==> src/rtl/nfa_pkg.sv <==
// Shared types and constants for the NFA scan controller.
// The optional early-exit feature is selected by the NFA_SCAN_EARLY_EXIT_EN macro.
package nfa_pkg;

   localparam int unsigned NFA_LAT_DEF    = 3;
   localparam int unsigned OFF_W_DEF      = 16;
   localparam logic [7:0]  NFA_FLUSH_BYTE = 8'h00;

   typedef logic [2:0] nfa_state_t;

   localparam nfa_state_t ST_IDLE    = 3'd0;
   localparam nfa_state_t ST_SCAN    = 3'd1;
   localparam nfa_state_t ST_DISCARD = 3'd2;
   localparam nfa_state_t ST_DRAIN   = 3'd3;
   localparam nfa_state_t ST_REPORT  = 3'd4;

   function automatic logic [7:0] sat_inc8(input logic [7:0] v);
      return (v == 8'hFF) ? v : v + 8'd1;
   endfunction

endpackage

==> src/rtl/nfa_scan_ctrl_if.sv <==
// Byte-stream input and result handshakes of the scan controller.
// master = packet source / result sink, slave = nfa_scan_ctrl.
interface nfa_scan_ctrl_if
   import nfa_pkg::*;
#(
   parameter int unsigned OFF_W = OFF_W_DEF
);
   logic             in_valid;
   logic             in_ready;
   logic [7:0]       in_data;
   logic             in_sop;
   logic             in_eop;
   logic             res_valid;
   logic             res_ready;
   logic             res_match;
   logic [OFF_W-1:0] res_offset;
   logic [7:0]       res_count;
   logic             res_err;

   modport master (
      output in_valid, in_data, in_sop, in_eop, res_ready,
      input  in_ready, res_valid, res_match, res_offset, res_count, res_err
   );

   modport slave (
      input  in_valid, in_data, in_sop, in_eop, res_ready,
      output in_ready, res_valid, res_match, res_offset, res_count, res_err
   );
endinterface

==> src/rtl/nfa_scan_ctrl_tag_pipe.sv <==
// DEPTH-stage {valid, offset} delay line that tracks each launched byte until
// its match response returns from the chain.
module nfa_tag_pipe #(
   parameter int unsigned DEPTH = 3,
   parameter int unsigned OFF_W = 16
) (
   input  logic             i_clk,
   input  logic             i_reset,
   input  logic             i_clear,
   input  logic             i_vld,
   input  logic [OFF_W-1:0] i_off,
   output logic             o_vld,
   output logic [OFF_W-1:0] o_off
);

   logic [DEPTH-1:0] r_vld;
   logic [OFF_W-1:0] r_off [DEPTH];

   always_ff @(posedge i_clk) begin
      if (i_reset || i_clear) begin
         r_vld <= '0;
         for (int i = 0; i < int'(DEPTH); i++) r_off[i] <= '0;
      end else begin
         r_vld[0] <= i_vld;
         r_off[0] <= i_off;
         for (int i = 1; i < int'(DEPTH); i++) begin
            r_vld[i] <= r_vld[i-1];
            r_off[i] <= r_off[i-1];
         end
      end
   end

   assign o_vld = r_vld[DEPTH-1];
   assign o_off = r_off[DEPTH-1];

endmodule

==> src/rtl/nfa_scan_ctrl.sv <==
// Packet scan controller feeding the NFA chain and reporting one result per packet.
// Define NFA_SCAN_EARLY_EXIT_EN to stop scanning a packet after its first match.
module nfa_scan_ctrl
   import nfa_pkg::*;
#(
   parameter int unsigned NFA_LAT  = NFA_LAT_DEF,
   parameter int unsigned OFF_W    = OFF_W_DEF,
   parameter bit          ANCHORED = 1'b0
) (
   input  logic           i_clk,
   input  logic           i_reset,
   nfa_scan_ctrl_if.slave bus,
   output logic           o_nfa_en,
   output logic [7:0]     o_nfa_payload,
   input  logic           i_nfa_match,
   output logic           o_busy
);

   localparam int unsigned DW = $clog2(NFA_LAT + 1) + 1;

   nfa_state_t       r_state;
   nfa_state_t       w_state_d;
   logic [OFF_W-1:0] r_cnt;
   logic [7:0]       r_payload;
   logic             r_en;
   logic             r_lv;
   logic [OFF_W-1:0] r_loff;
   logic [DW-1:0]    r_drain;
   logic             r_match;
   logic [OFF_W-1:0] r_off;
   logic [7:0]       r_count;
   logic             r_err;
   logic             r_res_valid;

   logic             w_launch;
   logic             w_set_err;
   logic             w_done;
   logic             w_hit;
   logic             w_tail_vld;
   logic [OFF_W-1:0] w_tail_off;
   logic [OFF_W-1:0] w_off_now;

   // Tag stage 0 (r_lv/r_loff) is aligned with o_nfa_payload; the pipe adds NFA_LAT more.
   nfa_tag_pipe #(
      .DEPTH (NFA_LAT),
      .OFF_W (OFF_W)
   ) u_tag_pipe (
      .i_clk   (i_clk),
      .i_reset (i_reset),
      .i_clear (w_done),
      .i_vld   (r_lv),
      .i_off   (r_loff),
      .o_vld   (w_tail_vld),
      .o_off   (w_tail_off)
   );

   assign w_hit     = i_nfa_match & w_tail_vld;
   assign w_done    = (r_state == ST_REPORT) && r_res_valid && bus.res_ready;
   assign w_off_now = (r_state == ST_IDLE) ? '0 : r_cnt;

   always_comb begin
      w_state_d = r_state;
      w_launch  = 1'b0;
      w_set_err = 1'b0;
      case (r_state)
         ST_IDLE: begin
            if (bus.in_valid && bus.in_sop) begin
               w_launch  = 1'b1;
               w_state_d = bus.in_eop ? ST_DRAIN : ST_SCAN;
            end
         end
         ST_SCAN: begin
            // The chain cannot stall, so a gap ends the packet with an error.
            if (!bus.in_valid) begin
               w_set_err = 1'b1;
               w_state_d = ST_DRAIN;
            end else begin
               w_launch = 1'b1;
               if (bus.in_sop) begin
                  w_set_err = 1'b1;
                  w_state_d = ST_DRAIN;
               end else if (bus.in_eop) begin
                  w_state_d = ST_DRAIN;
               end
`ifdef NFA_SCAN_EARLY_EXIT_EN
               else if (w_hit && !r_match) begin
                  w_state_d = ST_DISCARD;
               end
`endif
            end
         end
`ifdef NFA_SCAN_EARLY_EXIT_EN
         ST_DISCARD: begin
            if (bus.in_valid && bus.in_eop) w_state_d = ST_DRAIN;
         end
`endif
         ST_DRAIN: begin
            if (r_drain == DW'(NFA_LAT)) w_state_d = ST_REPORT;
         end
         ST_REPORT: begin
            if (w_done) w_state_d = ST_IDLE;
         end
         default: w_state_d = ST_IDLE;
      endcase
   end

   always_ff @(posedge i_clk) begin
      if (i_reset) begin
         r_state     <= ST_IDLE;
         r_cnt       <= '0;
         r_payload   <= NFA_FLUSH_BYTE;
         r_en        <= 1'b0;
         r_lv        <= 1'b0;
         r_loff      <= '0;
         r_drain     <= '0;
         r_match     <= 1'b0;
         r_off       <= '0;
         r_count     <= '0;
         r_err       <= 1'b0;
         r_res_valid <= 1'b0;
      end else begin
         r_state   <= w_state_d;
         r_payload <= w_launch ? bus.in_data : NFA_FLUSH_BYTE;
         r_en      <= w_launch && ((ANCHORED == 1'b0) || bus.in_sop);
         r_lv      <= w_launch;
         r_loff    <= w_launch ? w_off_now : '0;
         r_drain   <= (r_state == ST_DRAIN) ? r_drain + DW'(1) : '0;
         if (w_launch) begin
            if (r_state == ST_IDLE) r_cnt <= OFF_W'(1);
            else if (r_cnt != {OFF_W{1'b1}}) r_cnt <= r_cnt + OFF_W'(1);
         end
         if (w_set_err) r_err <= 1'b1;
         if (w_hit) begin
            r_count <= sat_inc8(r_count);
            if (!r_match) begin
               r_match <= 1'b1;
               r_off   <= w_tail_off;
            end
         end
         if (r_state == ST_REPORT) r_res_valid <= 1'b1;
         if (w_done) begin
            r_cnt       <= '0;
            r_match     <= 1'b0;
            r_off       <= '0;
            r_count     <= '0;
            r_err       <= 1'b0;
            r_res_valid <= 1'b0;
         end
      end
   end

   assign bus.in_ready   = !i_reset && ((r_state == ST_IDLE) || (r_state == ST_SCAN) ||
                                        (r_state == ST_DISCARD));
   assign bus.res_valid  = r_res_valid;
   assign bus.res_match  = r_res_valid & r_match;
   assign bus.res_offset = r_res_valid ? r_off : '0;
   assign bus.res_count  = r_res_valid ? r_count : 8'h00;
   assign bus.res_err    = r_res_valid & r_err;

   assign o_nfa_en      = r_en;
   assign o_nfa_payload = r_payload;
   assign o_busy        = (r_state != ST_IDLE);

endmodule

==> src/flat_wrapper.sv <==
// flat-port wrapper written by rule: the top's interface ports become plain ports
module nfa_scan_ctrl_flat import nfa_pkg::*;
#(
   parameter int unsigned NFA_LAT  = NFA_LAT_DEF,
   parameter int unsigned OFF_W    = OFF_W_DEF,
   parameter bit          ANCHORED = 1'b0
)
  (i_clk, i_reset, o_nfa_en, o_nfa_payload, i_nfa_match, o_busy, bus_in_valid, bus_in_data, bus_in_sop, bus_in_eop, bus_res_ready, bus_in_ready, bus_res_valid, bus_res_match, bus_res_offset, bus_res_count, bus_res_err);
  nfa_scan_ctrl_if #(.OFF_W(OFF_W)) bus_i ();
  input  logic i_clk;
  input  logic i_reset;
  output logic o_nfa_en;
  output logic [7:0] o_nfa_payload;
  input  logic i_nfa_match;
  output logic o_busy;
  input wire logic [$bits(bus_i.in_valid)-1:0] bus_in_valid;
  input wire logic [$bits(bus_i.in_data)-1:0] bus_in_data;
  input wire logic [$bits(bus_i.in_sop)-1:0] bus_in_sop;
  input wire logic [$bits(bus_i.in_eop)-1:0] bus_in_eop;
  input wire logic [$bits(bus_i.res_ready)-1:0] bus_res_ready;
  output wire logic [$bits(bus_i.in_ready)-1:0] bus_in_ready;
  output wire logic [$bits(bus_i.res_valid)-1:0] bus_res_valid;
  output wire logic [$bits(bus_i.res_match)-1:0] bus_res_match;
  output wire logic [$bits(bus_i.res_offset)-1:0] bus_res_offset;
  output wire logic [$bits(bus_i.res_count)-1:0] bus_res_count;
  output wire logic [$bits(bus_i.res_err)-1:0] bus_res_err;
  assign bus_i.in_valid = bus_in_valid;
  assign bus_i.in_data = bus_in_data;
  assign bus_i.in_sop = bus_in_sop;
  assign bus_i.in_eop = bus_in_eop;
  assign bus_i.res_ready = bus_res_ready;
  assign bus_in_ready = bus_i.in_ready;
  assign bus_res_valid = bus_i.res_valid;
  assign bus_res_match = bus_i.res_match;
  assign bus_res_offset = bus_i.res_offset;
  assign bus_res_count = bus_i.res_count;
  assign bus_res_err = bus_i.res_err;
  nfa_scan_ctrl #(.NFA_LAT(NFA_LAT), .OFF_W(OFF_W), .ANCHORED(ANCHORED)) u_core (.i_clk(i_clk), .i_reset(i_reset), .bus(bus_i), .o_nfa_en(o_nfa_en), .o_nfa_payload(o_nfa_payload), .i_nfa_match(i_nfa_match), .o_busy(o_busy));
endmodule
==> config.mk <==
export PLATFORM = sky130hd
export DESIGN_NAME = nfa_scan_ctrl_flat
export DESIGN_NICKNAME = d
export VERILOG_FILES = /design/src/rtl/nfa_pkg.sv /design/src/rtl/nfa_scan_ctrl_if.sv /design/src/rtl/nfa_scan_ctrl_tag_pipe.sv /design/src/rtl/nfa_scan_ctrl.sv /design/src/flat_wrapper.sv
export SDC_FILE = /design/constraint.sdc
export NUM_CORES = 1
export LEC_CHECK = 0
export CAP_MARGIN = 20
export CORE_AREA = 10 10 104 116
export DETAILED_ROUTE_END_ITERATION = 10
export DIE_AREA = 0 0 114 126
export MAX_ROUTING_LAYER = met4
export PLACE_DENSITY = 0.7
export SLEW_MARGIN = 20
export SYNTH_ARGS = -nofsm -noshare
export SYNTH_HDL_FRONTEND = slang
export SYNTH_HIERARCHICAL = 1
export SYNTH_SLANG_ARGS = --single-unit
==> constraint.sdc <==
create_clock -name i_clk -period 5.26 [get_ports i_clk]
set_clock_uncertainty 0.15 [all_clocks]
set_input_delay 1.052 -clock i_clk [delete_from_list [all_inputs] [get_ports i_clk]]
set_output_delay 1.052 -clock i_clk [all_outputs]
set_load 0.05 [all_outputs]
==> metrics.txt, run 1 <==
relative slew slack=0.311; Initial Util=0.510; drt initial violations=134; Syn. warnings=6; Worst-Margin Slew=1.03 ns; I/O Pins=53; multi-input logic area=2070 um2; hold path startpoint=u_core/u_tag_pipe/r_off[0][42]$_SDFF_PP0_; initial antenna violation count=0; clk buf depth=2; H-tree lvl count=4; Post-synth EDFFs=0; vias in the first global route=3,085; most frequent cells in the layout=dfxtp_1, clkdlybuf4s50_1, nor3b_2, nand2_1, and2_1; drt wl/cell=13.5 um; setup slack, reg-to-reg=2.75 ns; CTS clk-pin slew, worst paths=0.06 ns; RSZ-0062 raised after global routing=no; pwr dens=383 nW/um2; commonest register cell after synthesis=dfxtp_1; Final Net Count=518; share of cells above drive strength 1=0.188; Final Setup Violations=0; outcome=complete, no violations; PnR Total Power=2.27 mW; Worst-Skew Late Latency=0.51 ns; Crit Reg-Reg Endpoint=u_core/r_cnt[12]$_SDFFE_PP0P_; largest net degree at the start of global routing=63; reg-to-reg critical path startpoint=u_core/r_state[2]$_SDFFE_PP0P_; drt drc=0; hold depth=2; Die Footprint=14,400 um2; CTS root buf=clkbuf_8; syn_area_per_cell=10.4 um2; gr ovfl total=0; Post-DRT Antenna Nets=0; worst hold margin=0.274 ns; Setup TNS Final=0 ns; Syn Nets=494; dpl hpwl=5520 um; total number of vias=3,179; Crit Path Class=reg2out; routability cong.=0.808; DIE WIDTH=114 um; Die H=126 um; minimum period implied by the final worst setup slack=3.90 ns; TritonCTS clock tree=yes; Reg area=2500 um2; synthesized instance count=475; TritonRoute pass-1 iters=4; row cnt=38; ys async rst share=0; crit share post-route=0.741; Max Slew Vio Count=0; R2R cell count=5; WHS Endpoint=u_core/r_off[10]$_SDFFE_PP0P_; CTS Buf Count=17; # clock sinks=125; Via density=5.03; Crit. End Element=primary output; crit path DAT=2.70 ns; fillcell total=793; antenna cells=0; Area growth syn-to-layout=19.6%; CP Launch Type=flop; Routed WL=8500 um; Lkg Pwr=2.18 nW; total track usage=0.124; Final Hold Viols=0; Synth cell types=48; commonest non-fill, non-tap cell in the layout=dfxtp_1; Seq/Total Area, Yosys=0.506; Port Buffers=52; Max Fclk=0.257 GHz; Post CTS Setup Buffer Count=0; critical path required time=4.06 ns; Synth Register Bits=125; Netlist Area Pre-Place=4940 um2; post-CTS sizing=0; first-pass GRT wire length=14,500 um; CP max FO=26; Hold WC Path Type=reg2reg; core area=9700 um2; Max Cap Violations=0; cts hold-fix bufs=0; peak supply drop=265 uV
[how the worst max path moves through the flow]
stage / startpoint / to
floorplan: i_reset / bus_in_ready
global placement: i_reset / bus_in_ready
detailed placement: i_reset / bus_in_ready
CTS: u_core/r_state[0]$_SDFFE_PP0P_ / o_busy
global route: u_core/r_state[0]$_SDFFE_PP0P_ / o_busy
finish: u_core/r_state[0]$_SDFFE_PP0P_ / o_busy
[metal layers]
metal  up-vias  wire [um]  track usage
met5         -          0            -
met4         0        104       0.0576
met3        10        456       0.0470
met2        61       4300        0.195
met1      1451       3650        0.136
li1       1657          -            -
[cell families (layout without fill, tap and decap cells)]
group	Yosys count	in the layout	share of synthesized area
adder cells (fa/ha/maj)	4	4	0.0101
flip-flops	125	125	0.506
XOR/XNOR	6	6	0.0106
AND/OR/NAND/NOR	218	218	0.308
buffers and inverters	57	94	0.0764
AO/OA/AOI/OAI	63	63	0.0850
multiplexers	2	2	0.00405
[state kept, by name, summed over array words and instances, names as in the netlist, 3 cells and up]
| signal | flops |
|---|---|
| u_core/r_drain | 3 |
| u_core/r_loff | 16 |
| u_core/r_cnt | 16 |
| u_core/o_nfa_payload | 8 |
| u_core/r_state | 3 |
| u_core/u_tag_pipe/r_vld | 3 |
| u_core/u_tag_pipe/r_off | 48 |
| u_core/r_off | 16 |
| u_core/r_count | 8 |
[final cells by class]
class                      instances  area share
sequential                       125       0.423
multi-input combinational        293       0.350
timing repair buffer              55      0.0910
clock buffer                      19      0.0730
clock inverter                    13      0.0330
tap                              120      0.0254
inverter                           7     0.00444
[metrics by stage]
stage	worst slack [ns]	cell area (um2)	std cells	util
floorplan	1.65	4940	475	-
detailed placement	1.89	5280	600	0.545
global route	1.21	5910	632	0.610
CTS	1.38	5910	632	0.609
finish	1.36	5910	632	0.610
global placement	1.87	5280	600	0.545
[synth_stat cells, types with 3 or more instances]
master | instances | area share
and3_1 | 16 | 0.020
inv_1 | 7 | 0.0053
buf_6 | 12 | 0.027
a31oi_1 | 5 | 0.0063
xnor2_1 | 5 | 0.0089
a21oi_1 | 28 | 0.028
nand3_1 | 9 | 0.0091
nor3b_1 | 4 | 0.0061
nor3_1 | 5 | 0.0051
nor2_1 | 24 | 0.018
o21ai_0 | 5 | 0.0051
nand4_1 | 3 | 0.0038
a311oi_1 | 9 | 0.016
nor4_1 | 5 | 0.0063
and2_1 | 36 | 0.046
buf_2 | 8 | 0.0081
nand2_1 | 48 | 0.036
clkbuf_1 | 13 | 0.0099
nor3b_2 | 50 | 0.13
dfxtp_1 | 125 | 0.51
ha_1 | 4 | 0.010
nand2b_1 | 4 | 0.0051
buf_4 | 17 | 0.026
[critical path, cell delays in order (launching register included)]
cell             delay (ns)
dfxtp_1                0.43
nor3_2                 0.48
inv_1                  0.44
clkdlybuf4s50_1        0.83
[power breakdown]
group / switching (mW) / leakage (nW) / internal, mW
clock network: 0.397 / 0.307 / 0.823
logic: 0.0576 / 0.868 / 0.0283
registers: 0.00612 / 1.01 / 0.954
total: 0.461 / 2.18 / 1.81
Note: power is estimated with default switching activity, not from simulation.
==> run 2, diff against run 1 <==
==> constraint.sdc (replaced) <==
create_clock -name i_clk -period 4 [get_ports i_clk]
set_clock_uncertainty 0.15 [all_clocks]
set_input_delay 0.8 -clock i_clk [delete_from_list [all_inputs] [get_ports i_clk]]
set_output_delay 0.8 -clock i_clk [all_outputs]
set_load 0.05 [all_outputs]
==> run 2 against run 1 <==
Combinational power is 35% higher. Hold slack about the same. Count of clock-buffer cells in the layout is 5 higher.
==> metrics.txt, run 2 (synthesis results as in run 1) <==
CP max FO=26; post-CTS sizing=0; vias in the first global route=3,098; Core Util, Final=0.604; first-pass GRT wire length=14,700 um; max reg flops=48; CTS Buf Count=17; Final Setup Violations=0; Final Net Count=522; slowest stage delay, CP=0.73 ns; register share of total power=0.458; H-tree lvl count=4; Die Footprint=14,400 um2; Port Buffers=52; Max Cap Violations=0; routability cong.=0.845; row cnt=38; Cell Chain, Critical Path=nor3_2 -> inv_1 -> buf_4 -> clkdlybuf4s50_1; Via density=5.14; core area=9700 um2; largest net degree at the start of global routing=63; Initial Util=0.510; I/O Pins=53; Worst-Skew Late Latency=0.49 ns; drt initial violations=177; total number of vias=3,257; commonest non-fill, non-tap cell in the layout=dfxtp_1; Post CTS Setup Buffer Count=0; total track usage=0.127; antenna cells=0; fillcell total=819; initial antenna violation count=0; slowest cell on the critical path=clkdlybuf4s50_1; Crit Path Class=reg2out; critical path required time=3.05 ns; Area growth syn-to-layout=18.6%; TritonCTS clock tree=yes; Max Slew Vio Count=0; switching part of the total=0.207; CP Launch Type=flop; Crit. End Element=primary output; pwr dens=471 nW/um2; TritonRoute pass-1 iters=5; Worst-Margin Slew=0.927 ns; relative slew slack=0.381; most frequent cells in the layout=dfxtp_1, clkdlybuf4s50_1, nor3b_2, nand2_1, and2_1; NetSw=0.571 mW; gr ovfl total=0; Routed WL=8810 um; clk buf depth=2; CTS root buf=clkbuf_8; Final Hold Viols=0; Post-DRT Antenna Nets=0; most flop-heavy register=u_core/u_tag_pipe/r_off; RSZ-0062 raised after global routing=no; Setup TNS Final=0 ns; Hold WC Path Type=reg2reg; dpl hpwl=5730 um; P_int=2.19 mW; minimum period implied by the final worst setup slack=3.36 ns; Max Fclk=0.298 GHz; clock group share of total power=0.500; # clock sinks=125; drt drc=0; outcome=complete, no violations; Die H=126 um; CTS clk-pin slew, worst paths=0.05 ns; crit share post-route=0.839; Comb power frac=0.042; Lkg Pwr=2.17 nW; share of cells above drive strength 1=0.187; drt wl/cell=13.9 um; peak supply drop=279 uV; DIE WIDTH=114 um; cts hold-fix bufs=0; crit path DAT=2.41 ns
run 2: worst paths after layout:
| check | from | end | slack, ns | depth (start not counted) |
|---|---|---|---|---|
| worst max register to register | u_core/r_state[2]$_SDFFE_PP0P_ | u_core/r_off[5]$_SDFFE_PP0P_ | 1.58 | 5 |
| worst min register to register | u_core/r_drain[0]$_SDFF_PP0_ | u_core/r_drain[0]$_SDFF_PP0_ | 0.27 | 1 |
| worst max-delay path | u_core/r_state[0]$_SDFFE_PP0P_ | o_busy | 0.64 | 4 |
| worst min-delay path | u_core/r_drain[0]$_SDFF_PP0_ | u_core/r_drain[0]$_SDFF_PP0_ | 0.27 | 1 |
run 2: critical path: cells and delay by family, from the launching register on:
kind	cells	cell delay (ns)
AND/OR/NAND/NOR	1	0.47
flip-flops	1	0.42
buffers and inverters	3	1.03
run 2: per-layer routing:
layer	vias to the layer above	global-route usage	part of all wire
met3	10	0.0470	0.044
li1	1666	-	-
met2	60	0.204	0.51
met1	1521	0.138	0.43
met5	-	-	0
met4	0	0.0568	0.014
run 2: through the flow:
| stage | cells | power, mW | worst slack [ns] | hold slack (ns) | cell area, um2 |
|---|---|---|---|---|---|
| 2_1_floorplan | 475 | 1.37 | 0.896 | 0.257 | 4940 |
| 3_3_place_gp | 604 | 1.40 | 1.09 | 0.266 | 5310 |
| 3_5_place_dp | 604 | 1.41 | 1.01 | 0.272 | 5310 |
| 4_1_cts | 634 | 2.79 | 0.598 | 0.280 | 5860 |
| 5_1_grt | 634 | 2.85 | 0.472 | 0.305 | 5860 |
| 6_report | 634 | 2.76 | 0.643 | 0.274 | 5860 |
run 2: power by group through the flow:
stage	clock network [mW]	registers, mW	logic (mW)
after floorplan	0	1.30	0.0766
after global placement	0	1.29	0.115
after detailed placement	0	1.29	0.117
after CTS	1.41	1.26	0.118
after global routing	1.47	1.26	0.126
final	1.38	1.26	0.116
run 2: final cells by class:
cell class                      count  area (um2)  area share
Clock buffer                       24         490      0.0837
Clock inverter                      6        60.1      0.0102
Inverter                            7        26.3     0.00448
Multi-Input combinational cell    293        2070       0.352
Sequential cell                   125        2500       0.427
Tap cell                          120         150      0.0256
Timing Repair Buffer               59         568      0.0969
==> run 3, diff against run 2 <==
--- a/config.mk
+++ b/config.mk
@@ -6,11 +6,11 @@
 export NUM_CORES = 1
 export LEC_CHECK = 0
 export CAP_MARGIN = 20
-export CORE_AREA = 10 10 104 116
+export CORE_AREA = 10 10 106 118
 export DETAILED_ROUTE_END_ITERATION = 10
-export DIE_AREA = 0 0 114 126
+export DIE_AREA = 0 0 116 128
 export MAX_ROUTING_LAYER = met4
-export PLACE_DENSITY = 0.7
+export PLACE_DENSITY = 0.71
 export SLEW_MARGIN = 20
 export SYNTH_ARGS = -nofsm -noshare
 export SYNTH_HDL_FRONTEND = slang
==> constraint.sdc (replaced) <==
create_clock -name i_clk -period 2.9 [get_ports i_clk]
set_clock_uncertainty 0.15 [all_clocks]
set_input_delay 0.58 -clock i_clk [delete_from_list [all_inputs] [get_ports i_clk]]
set_output_delay 0.58 -clock i_clk [all_outputs]
set_load 0.05 [all_outputs]
==> run 3 against run 2 <==
Register-to-register slack lost 1.0 ns. Global-route usage shrank 0.38 points. Total power grew 42%. Clock power grew 45%. Wire length shrank 2.2%. Critical path depth shrank 2. Via count grew 0.28%.
==> metrics.txt, run 3 (synthesis results as in run 1) <==
register share of total power=0.446; Crit. End Element=primary output; delay-heaviest family, CP=buffers and inverters; # clock sinks=125; clock group share of total power=0.511; minimum period implied by the final worst setup slack=2.59 ns; Final Net Count=526; Worst-Margin Slew=0.740 ns; TritonRoute pass-1 iters=4; Max Slew Vio Count=0; Routed WL=8610 um; Post-DRT Antenna Nets=0; Setup TNS Final=0 ns; peak supply drop=403 uV; pwr dens=660 nW/um2; M3 GR Usage=0.0552; switching part of the total=0.203; routability cong.=0.823; RSZ-0062 raised after global routing=no; antenna cells=0; CP max FO=21; worst hold margin=0.283 ns; Comb power frac=0.043; initial antenna violation count=0; most frequent cells in the layout=dfxtp_1, nor3b_2, nand2_1, clkdlybuf4s50_1, and2_1; I/O Pins=53; GRT busiest layer=met2; drt drc=0; Die H=128 um; vias in the first global route=3,075; clk buf depth=2; outcome=complete, no violations; NetSw=0.795 mW; Die Footprint=14,800 um2; Cell Chain, Critical Path=buf_4 -> clkdlybuf4s50_1; total number of vias=3,266; Max Cap Violations=0; Initial Util=0.487; crit path DAT=1.86 ns; CP bufs+invs=2; CTS clk-pin slew, worst paths=0.05 ns; CP Launch Type=flop; TritonCTS clock tree=yes; Area growth syn-to-layout=19.8%; slowest cell on the critical path=clkdlybuf4s50_1; largest net degree at the start of global routing=53; total track usage=0.124; Final Hold Viols=0; crit share post-route=0.894; Final Setup Violations=0; Hold WC Path Type=reg2reg; Port Buffers=52; met1 Use GR=0.136; critical path required time=2.17 ns; relative slew slack=0.506; commonest non-fill, non-tap cell in the layout=dfxtp_1; DIE WIDTH=116 um; drt initial violations=97; row cnt=39; first-pass GRT wire length=14,500 um; CTS root buf=clkbuf_16; slowest stage delay, CP=0.79 ns; Crit Path Class=reg2out; H-tree lvl count=4; P_int=3.11 mW; share of cells above drive strength 1=0.212; fillcell total=842; Via density=5.09; Max Fclk=0.386 GHz; Worst-Skew Late Latency=0.40 ns; setup slack, reg-to-reg=0.58 ns; core area=10,100 um2; drt wl/cell=13.4 um; max reg flops=48; dpl hpwl=5750 um; Lkg Pwr=2.22 nW; CTS Buf Count=17; GR met2 Demand/Resource=0.195; gr ovfl total=0; most flop-heavy register=u_core/u_tag_pipe/r_off
==> run 3: changes by cell type in the layout (fill, tap and decap cells not counted) <==
| cell | previous run | this run |
|---|---|---|
| dfxtp_1 | 125 | 124 |
| clkinv_2 | 3 | 4 |
| dfxtp_2 | 0 | 1 |
| clkbuf_8 | 6 | 3 |
| clkinvlp_4 | 2 | 1 |
| nor2_2 | 0 | 1 |
| buf_4 | 7 | 18 |
| clkdlybuf4s50_1 | 51 | 42 |
| buf_12 | 0 | 2 |
| clkbuf_16 | 16 | 17 |
| bufinv_16 | 1 | 2 |
| clkbuf_1 | 2 | 4 |
| nor2_1 | 24 | 23 |
==> run 3: path summary, 6_finish.rpt <==
| path | cells after the start | start | to |
|---|---|---|---|
| setup / recovery | 2 | u_core/bus.res_valid$_SDFFE_PP0N_ | bus_res_valid |
| hold / removal | 2 | u_core/u_tag_pipe/r_off[0][32]$_SDFF_PP0_ | u_core/r_off[0]$_SDFFE_PP0P_ |
| setup reg to reg | 6 | u_core/r_cnt[0]$_SDFFE_PP0P_ | u_core/r_cnt[7]$_SDFFE_PP0P_ |
| hold reg to reg | 2 | u_core/u_tag_pipe/r_off[0][32]$_SDFF_PP0_ | u_core/r_off[0]$_SDFFE_PP0P_ |
==> run 3: what timing repair did <==
action,in CTS,in global routing
buffers inserted,0,0
hold buffers,0,0
gates resized for setup,0,1
endpoints found under the hold margin,0,0
endpoints found under the setup margin,0,20
==> run 3: per-layer routing <==
layer / vias to the layer above / wire length [um]
li1: 1668 / -
met1: 1528 / 3790
met4: 0 / 74
met5: - / 0
met3: 10 / 459
met2: 60 / 4290
==> run 3: through the flow <==
step	setup slack (ns)	power [mW]	cell area, um2	cells	utilization
floorplan	0.236	1.89	4940	475	-
global placement	0.317	1.94	5350	611	0.527
detailed placement	0.214	1.95	5350	611	0.527
CTS	0.0676	3.95	5920	642	0.583
global route	0.168	4.04	5920	642	0.583
finish	0.306	3.91	5920	642	0.583
==> run 3: power by group through the flow <==
stage	clock [mW]	combinational, mW	sequential [mW]
finish	2.00	0.168	1.74
global route	2.11	0.182	1.74
global placement	0	0.164	1.78
floorplan	0	0.106	1.79
CTS	2.04	0.169	1.74
detailed placement	0	0.168	1.78
==> run 3: worst min-delay path, stage by stage (launching register included) <==
cell and delay (ns):
dfxtp_1 0.29, nand2_1 0.05, a21oi_1 0.05
==> run 3: area by class of cell <==
cell class / count / area [um2] / area share
clock inverter: 7 / 87.6 / 0.0148
clock buffer: 24 / 482 / 0.0813
sequential: 125 / 2500 / 0.423
timing repair buffer: 63 / 601 / 0.101
multi-input combinational: 293 / 2070 / 0.349
inverter: 7 / 26.3 / 0.00444
tap: 123 / 154 / 0.0260
